===== config.mk =====
export PLATFORM = sky130hd
export DESIGN_NAME = bcd_subtractor_serial
export DESIGN_NICKNAME = d
export VERILOG_FILES = /design/src/rtl/bcd_subtractor_serial.sv
export SDC_FILE = /design/constraint.sdc
export NUM_CORES = 1
export LEC_CHECK = 0
export CORE_MARGIN = 3
export CORE_UTILIZATION = 40
export CTS_CLUSTER_DIAMETER = 200
export DETAILED_ROUTE_END_ITERATION = 12
export HOLD_SLACK_MARGIN = 0.12
export SLEW_MARGIN = 20
export SYNTH_ARGS = -nofsm -noshare
export SYNTH_HDL_FRONTEND = slang
export SYNTH_SLANG_ARGS = --single-unit

===== constraint.sdc =====
create_clock -name clk -period 9.3 [get_ports clk]
set_input_delay 1.86 -clock clk [delete_from_list [all_inputs] [get_ports clk]]
set_output_delay 1.86 -clock clk [all_outputs]
set_load 0.02 [all_outputs]

===== src/rtl/bcd_subtractor_serial.sv =====
// ---------------------------------------------------------------------------
// bcd_subtractor_serial
//
// Digit-serial packed-BCD subtractor. Computes |a - b| and its sign, one
// decimal digit per clock, least significant digit first. When a < b the
// first pass leaves the ten's complement of the magnitude, so a second pass
// (FIX) complements it back to the magnitude.
//
// Ports
//   clk      rising-edge clock
//   rst      asynchronous active-high reset
//   start    operation request, sampled only while idle
//   a, b     minuend / subtrahend, packed BCD, digit 0 in bits [3:0]
//   busy     high in every state except IDLE
//   done     one-cycle pulse; diff/neg/invalid are valid from this cycle on
//   diff     |a - b|, packed BCD
//   neg      1 when a < b
//   invalid  1 when any digit of a or b was above 9
// ---------------------------------------------------------------------------
module bcd_subtractor_serial #(
  parameter int DIGITS = 4
) (
  input  logic                  clk,
  input  logic                  rst,
  input  logic                  start,
  input  logic [4*DIGITS-1:0]   a,
  input  logic [4*DIGITS-1:0]   b,
  output logic                  busy,
  output logic                  done,
  output logic [4*DIGITS-1:0]   diff,
  output logic                  neg,
  output logic                  invalid
);

  localparam int W  = 4 * DIGITS;
  localparam int CW = (DIGITS > 1) ? $clog2(DIGITS) : 1;
  localparam logic [CW-1:0] LAST = CW'(DIGITS - 1);

  typedef enum logic [1:0] {IDLE, SUB, FIX, DONE} state_t;

  state_t        state, state_next;

  // Working registers; a_work/b_work/r_work shift right one digit per cycle
  // so the active digit is always in bits [3:0].
  logic [W-1:0]  a_work, b_work, r_work;
  logic          borrow;
  logic [CW-1:0] cnt;

  logic          in_bad;
  logic          last;
  logic [3:0]    x, y, dig;
  logic [4:0]    t;
  logic          bout;
  logic [W+3:0]  a_cat, b_cat, r_cat;
  logic [W-1:0]  a_shift, b_shift, r_next;

  function automatic logic has_bad_digit(input logic [W-1:0] v);
    logic bad;
    bad = 1'b0;
    for (int i = 0; i < DIGITS; i++)
      if (v[4*i +: 4] > 4'd9) bad = 1'b1;
    return bad;
  endfunction

  // NOTE: every signal assigned in an always_comb gets a default first, so
  // no path through the block leaves it unassigned and no latch is inferred.
  always_comb begin
    in_bad = has_bad_digit(a) | has_bad_digit(b);
    last   = (cnt == LAST);

    // SUB computes a_i - b_i - borrow; FIX computes 0 - r_i - borrow.
    x = (state == FIX) ? 4'd0 : a_work[3:0];
    y = (state == FIX) ? r_work[3:0] : b_work[3:0];

    // Biased by +10 so the intermediate never goes negative (range 0..19).
    t = 5'd10 + {1'b0, x} - {1'b0, y} - {4'd0, borrow};
    if (t >= 5'd10) begin
      dig  = 4'(t - 5'd10);
      bout = 1'b0;
    end else begin
      dig  = t[3:0];
      bout = 1'b1;
    end

    // New digit enters at the top; after DIGITS cycles r_work is aligned.
    a_cat   = {4'd0, a_work};
    b_cat   = {4'd0, b_work};
    r_cat   = {dig, r_work};
    a_shift = a_cat[W+3:4];
    b_shift = b_cat[W+3:4];
    r_next  = r_cat[W+3:4];
  end

  always_comb begin
    state_next = state;
    case (state)
      IDLE: if (start) state_next = in_bad ? DONE : SUB;
      SUB:  if (last)  state_next = bout ? FIX : DONE;
      FIX:  if (last)  state_next = DONE;
      DONE:            state_next = IDLE;
      default:         state_next = IDLE;
    endcase
  end

  // NOTE: sequential state uses non-blocking assignments so every register
  // samples pre-edge values, independent of statement order.
  always_ff @(posedge clk or posedge rst) begin
    if (rst) state <= IDLE;
    else     state <= state_next;
  end

  // NOTE: working registers are reset along with the outputs so an aborted
  // operation leaves no stale operand or borrow behind.
  always_ff @(posedge clk or posedge rst) begin
    if (rst) begin
      a_work  <= '0;
      b_work  <= '0;
      r_work  <= '0;
      borrow  <= 1'b0;
      cnt     <= '0;
      diff    <= '0;
      neg     <= 1'b0;
      invalid <= 1'b0;
    end else begin
      case (state)
        IDLE: begin
          if (start) begin
            a_work <= a;
            b_work <= b;
            r_work <= '0;
            borrow <= 1'b0;
            cnt    <= '0;
            if (in_bad) begin
              diff    <= '0;
              neg     <= 1'b0;
              invalid <= 1'b1;
            end
          end
        end
        SUB: begin
          a_work <= a_shift;
          b_work <= b_shift;
          r_work <= r_next;
          if (last) begin
            cnt    <= '0;
            borrow <= 1'b0;
            if (!bout) begin
              diff    <= r_next;
              neg     <= 1'b0;
              invalid <= 1'b0;
            end
          end else begin
            cnt    <= cnt + CW'(1);
            borrow <= bout;
          end
        end
        FIX: begin
          r_work <= r_next;
          if (last) begin
            cnt     <= '0;
            borrow  <= 1'b0;
            diff    <= r_next;
            neg     <= 1'b1;
            invalid <= 1'b0;
          end else begin
            cnt    <= cnt + CW'(1);
            borrow <= bout;
          end
        end
        default: ;
      endcase
    end
  end

  assign busy = (state != IDLE);
  assign done = (state == DONE);

endmodule


==> run_results.csv, run 1 <==
group,metric,value,unit
die,die_area,10100,um^2
global_routing,grt_overflow,0,
pwr,power_density,408,nW/um^2
global_routing,grt_pass1_wl,11.1,mm
clock_tree,cts_resized,0,
pwr,ir_drop,0.000191,V
layout,final_cell_mix,"dfrtp_1 (71), clkdlybuf4s50_1 (54), o21ai_0 (46)",
layout,fillers,786,
timing,post-route-period-util,46.2,%
clock_tree,cts_tree,"yes",
clock_tree,htree_num_levels,3,
drt,ant_nets,0,
logic_synthesis,synth_fp_nets,361,
global_routing,first_global_vias,2359,
timing,worst_slack,5000,ps
drt,drc,0,
die,ios,55,
placement,dp_hpwl,4.66,mm
die,die_w,100,um
setup_path,crit_chain,"inv_1, ha_1, mux2_2, ha_1, fa_1, inv_1, ha_1, fa_1, nand2b_1, and2_4, a311o_4, nor2_8, mux2_2",
logic_synthesis,synth_warnings,0,
layout,final_common_cell,"dfrtp_1",
clock_tree,clkTransAtPathRegs,70,ps
drt,wire_per_inst,13.9,um
logic_synthesis,ys_async_sr_fraction,100,%
timing,clock_skew,14.1,ps
setup_path,critPathTopFamily,"adder cells",
clock_tree,clk_path_buf_depth,2,
layout,final_cells,472,
placement,portBuffers,54,
drt,routed_wl,6.56,mm
setup_path,critPathKind,"flop to flop",
outcome,status,"finished, final reports clean",
layout,drive_gt1_share,15.3,%
layout,multi_input_comb_area,1650,um^2
clock_tree,cts_buffers,9,
drt,drt_iter0_drc,36,
clock_tree,cts_hold_buffers,0,
layout,diodes,0,
timing,final_max_slew_viol_count,0,
die,core_area,8420,um^2
drt,viasPerCell,4.85,
timing,tns,0,ps
global_routing,antenna_found_initial,0,
logic_synthesis,syn_inst,313,
setup_path,slowest_stage,"fa_1",
setup_path,worst_ep_required_time,9520,ps
logic_synthesis,yosysUniqueCellTypes,37,
worst_hold_path,hold_path_class,"flop to flop",
timing,hold_ws,479,ps
timing,max_freq,233,MHz
logic_synthesis,ys_seq_elements,71,
layout,seqCellArea,1780,um^2
timing,tightest_slew,1030,ps
layout,final_area,4340,um^2
logic_synthesis,syn_area,3560,um^2
placement,place_congestion,0.794,
placement,post-place-ws,4980,ps
clock_tree,insertion_delay,340,ps
setup_path,worstSetupStartpointType,"flop",
clock_tree,post-cts-setup-buffers,0,
logic_synthesis,synth_area_per_cell,11.4,um^2
setup_path,cp_max_fo,16,
setup_path,slowest_delay,550,ps
clock_tree,cts-root-buf,"clkbuf_8",
timing,finalHoldViolCount,0,
global_routing,track_usage,13.8,%
timing,layout_min_cycle_time,4300,ps
pwr,p_leak,1.99,nW
timing,rsz0062_at_grt,"no",
die,die_h,100,um
logic_synthesis,synth_edf_count,0,
logic_synthesis,yosysSeqAreaShare,49.9,%
setup_path,worst_path_most_repeated_cell,"ha_1",
global_routing,grt_max_degree,72,
setup_path,cp.arrival,4520,ps
layout,nNetsFinal,413,
setup_path,crit_buf_inv,2,
run,cap_viol_max_count,0,
die,rows,33,
drt,dr.pass1.iters,4,
drt,num_vias,2289,
placement,place_area,4170,um^2
clock_tree,cts.sinks,71,
layout,area_growth,22.0,%
die,start_util,42.2,%
setup_path,worst_setup_path_end_kind,"flop",
timing,finalSetupViolCount,0,
placement,placedCellCount,459,
logic_synthesis,synthFlopType,"dfrtp_1",
timing,relSlewSlack,31.4,%
[worst register-to-register path, cell delays in order (launching register included)]
cell,delay (ps)
dfrtp_1,400
inv_1,120
ha_1,410
mux2_2,380
ha_1,210
fa_1,500
inv_1,40
ha_1,190
fa_1,550
nand2b_1,100
and2_4,170
a311o_4,420
nor2_8,320
mux2_2,380
[cells in the mapped netlist, drive strengths merged (4+ instances only)]
cell type	instances	area (um^2)
inv	13	48.8
mux2	35	432
mux2i	25	250
nor2	4	31.3
ha	10	125
and2	13	83.8
nand2b	16	103
o21ai	46	230
nand2	42	158
dfrtp	71	1780
buf	6	56.3
clkbuf	10	37.5
[report_power, final]
| part | switching [mW] | internal, mW | leakage, nW |
|---|---|---|---|
| sequential | 0.0634 | 0.445 | 0.923 |
| combinational | 0.546 | 0.495 | 0.979 |
| clock | 0.103 | 0.119 | 0.0851 |
| total | 0.713 | 1.06 | 1.99 |
[routing by layer]
metal | track usage, % | wire (um) | up-vias
li1 | - | - | 1171
met1 | 18.1 | 3130 | 1058
met2 | 22.4 | 3060 | 52
met3 | 3.68 | 314 | 8
met4 | 4.35 | 61 | 0
met5 | 0 | 0 | -
[cell families (layout without fill, tap and decap cells)]
kind of cell | Yosys count | count (layout) | share of synthesized area, %
flip-flops | 71 | 71 | 49.9
AND/OR/NAND/NOR | 82 | 82 | 12.0
XOR/XNOR | 1 | 1 | 0.246
multiplexers | 60 | 60 | 19.2
buffers and inverters | 29 | 83 | 4.01
AO/OA/AOI/OAI | 57 | 57 | 9.39
adder cells (fa/ha/maj) | 13 | 13 | 5.21
[area by class of cell]
class | instances | area share, %
clock buffer | 11 | 3.03
tap | 105 | 3.03
clock inverter | 2 | 0.807
multi-input combinational | 213 | 38.1
timing repair buffer | 57 | 13.0
inverter | 13 | 1.12
sequential | 71 | 40.9
[worst paths after layout]
path | endpoint | slack, ps | start | cells after the start
setup / recovery | diff[2] | 5000 | state[0] | 13
hold / removal | b_work[11] | 480 | b_work[11] | 2
setup reg to reg | diff[2] | 5000 | state[0] | 13
hold reg to reg | b_work[11] | 480 | b_work[11] | 2
max in group asynchronous | a_work[0] | 6610 | rst | 3
min in group asynchronous | diff[10] | 2120 | rst | 3
[through the flow]
| step | utilization, % | power, mW |
|---|---|---|
| after floorplan | - | 1.34 |
| after global routing | 51.5 | 1.93 |
| after detailed placement | 49.5 | 1.57 |
| after global placement | 49.5 | 1.55 |
| after CTS | 51.5 | 1.80 |
| final | 51.5 | 1.77 |
[registers in the layout, summed over array words and instances, names as in the netlist]
name	flops
a_work	16
borrow	1
invalid	1
r_work	16
b_work	16
neg	1
diff	16
state	2
cnt	2
Note: power is estimated with default switching activity, not from simulation.
==> inputs of run 2 (changes only) <==
clock period = 3.5 ns   (was 9.3 ns; I/O delays follow)
==> run 2 against run 1 <==
Effect of this change:
- the run now ends with negative setup slack left
- global-route usage increased by 1.9 points
- critical path depth is 1 higher
- clock power increased to 2.9 times the previous value
- maximum frequency grew 18%
- non-clock buffer count is 20 higher
- die area unchanged
- wire length rose by 9.8%
- count of clock-buffer cells in the layout fell by 2
- setup slack worse by 5100 ps
- critical endpoint is now diff[13]
- largest cell class unchanged
==> run_results.csv, run 2 (synthesis results as in run 1) <==
group,metric,value,unit
outcome,status,"finished with violations",
outcome,violations,"negative setup slack",
setup_path,worstSetupStartpointType,"flop",
setup_path,slowest_delay,500,ps
clock_tree,cts_buffers,9,
die,die_area,10100,um^2
drt,num_vias,2442,
setup_path,slowest_stage,"fa_1",
clock_tree,insertion_delay,350,ps
timing,layout_min_cycle_time,3640,ps
clock_tree,htree_num_levels,3,
die,start_util,42.2,%
timing,rsz0062_at_grt,"yes",
clock_tree,cts_hold_buffers,0,
drt,ant_nets,0,
timing,worst_slack,-145,ps
pwr,p_leak,2.13,nW
global_routing,track_usage,15.8,%
timing,finalSetupViolCount,18,
layout,fin_util,54.9,%
setup_path,cp.arrival,3880,ps
clock_tree,cts_tree,"yes",
placement,place_congestion,0.798,
layout,final_cell_mix,"dfrtp_1 (71), clkdlybuf4s50_1 (54), o21ai_0 (45)",
placement,place_area,4330,um^2
layout,area_growth,30.0,%
layout,final_common_cell,"dfrtp_1",
worst_hold_path,hold_path_class,"flop to flop",
die,core_area,8420,um^2
global_routing,grt_overflow,0,
timing,final_max_slew_viol_count,0,
setup_path,crit_buf_inv,3,
layout,nNetsFinal,433,
layout,drive_gt1_share,23.3,%
timing,max_freq,274,MHz
layout,final_area,4630,um^2
layout,diodes,0,
clock_tree,clkTransAtPathRegs,80,ps
die,die_w,100,um
die,die_h,100,um
setup_path,worst_setup_path_end_kind,"flop",
timing,clock_skew,9.02,ps
placement,dp_hpwl,5.21,mm
clock_tree,clk_path_buf_depth,2,
setup_path,critPathKind,"flop to flop",
global_routing,antenna_found_initial,0,
die,ios,55,
pwr,power_density,1200,nW/um^2
setup_path,critPathTopFamily,"adder cells",
pwr,ir_drop,0.000730,V
placement,portBuffers,54,
global_routing,grt_max_degree,72,
drt,routed_wl,7.20,mm
setup_path,cp_max_fo,7,
clock_tree,cts-root-buf,"clkbuf_8",
timing,tightest_slew,514,ps
drt,wire_per_inst,14.5,um
global_routing,grt_pass1_wl,12.4,mm
clock_tree,cts.sinks,71,
setup_path,worst_ep_required_time,3740,ps
drt,viasPerCell,4.93,
timing,relSlewSlack,65.8,%
setup_path,crit_chain,"inv_2, ha_4, mux2_4, ha_4, fa_1, inv_1, ha_2, fa_1, nand2b_1, and2_4, a311o_4, nor2_8, clkbuf_16, mux2_4",
die,rows,33,
drt,dr.pass1.iters,4,
drt,drc,0,
timing,post-route-period-util,104,%
run,cap_viol_max_count,0,
drt,drt_iter0_drc,86,
global_routing,first_global_vias,2551,
timing,finalHoldViolCount,0,
## run 2: repair_timing
action | 4_1_cts | 5_1_grt
cloned | 1 | 0
setup endpoints to repair | 16 | 21
setup buffers | 3 | 3
resized for setup | 6 | 6
pin swaps | 3 | 1
## run 2: power breakdown
group | leakage (nW) | switching (mW) | internal [mW]
sequential | 0.923 | 0.178 | 1.18
clock | 0.0956 | 0.322 | 0.330
combinational | 1.11 | 1.67 | 1.88
total | 2.13 | 2.17 | 3.39
## run 2: final cells by class
type,count,area (um^2)
sequential,71,1780
fill,777,3800
inverter,13,48.8
clock buffer,9,124
clock inverter,7,72.6
tap,105,131
multi-input combinational,213,1720
timing repair buffer,77,756
## run 2: per-stage QoR
stage | TNS [ps] | hold WS [ps] | power (mW) | std cells | setup WS, ps
after detailed placement | -2870 | 470 | 4.58 | 472 | -207
after CTS | -2180 | 487 | 5.48 | 492 | -150
after global routing | -4030 | 510 | 6.04 | 495 | -246
after floorplan | -2980 | 442 | 3.60 | 313 | -228
after global placement | -1280 | 461 | 4.48 | 472 | -109
final | -2190 | 479 | 5.56 | 495 | -145
## run 2: worst min-delay path, cell delays in order (launching register included)
cell     delay [ps]
dfrtp_1         340
nand2_1          40
o21ai_0          60
## run 2: path summary, 6_finish.rpt
path                                  from          to  slack [ps]  cells past startpoint
worst max-delay path              state[0]    diff[13]        -140                     14
worst min-delay path            b_work[12]  b_work[12]         480                      2
worst max register to register    state[0]    diff[13]        -140                     14
worst min register to register  b_work[12]  b_work[12]         480                      2
max in group asynchronous              rst   r_work[2]        2450                      3
min in group asynchronous              rst   b_work[8]         750                      3
## run 2: metal layers
metal,wire length [um],global-route usage [%]
met5,0,0
met4,65,3.73
met3,300,5.21
met2,3330,24.3
met1,3500,21.6
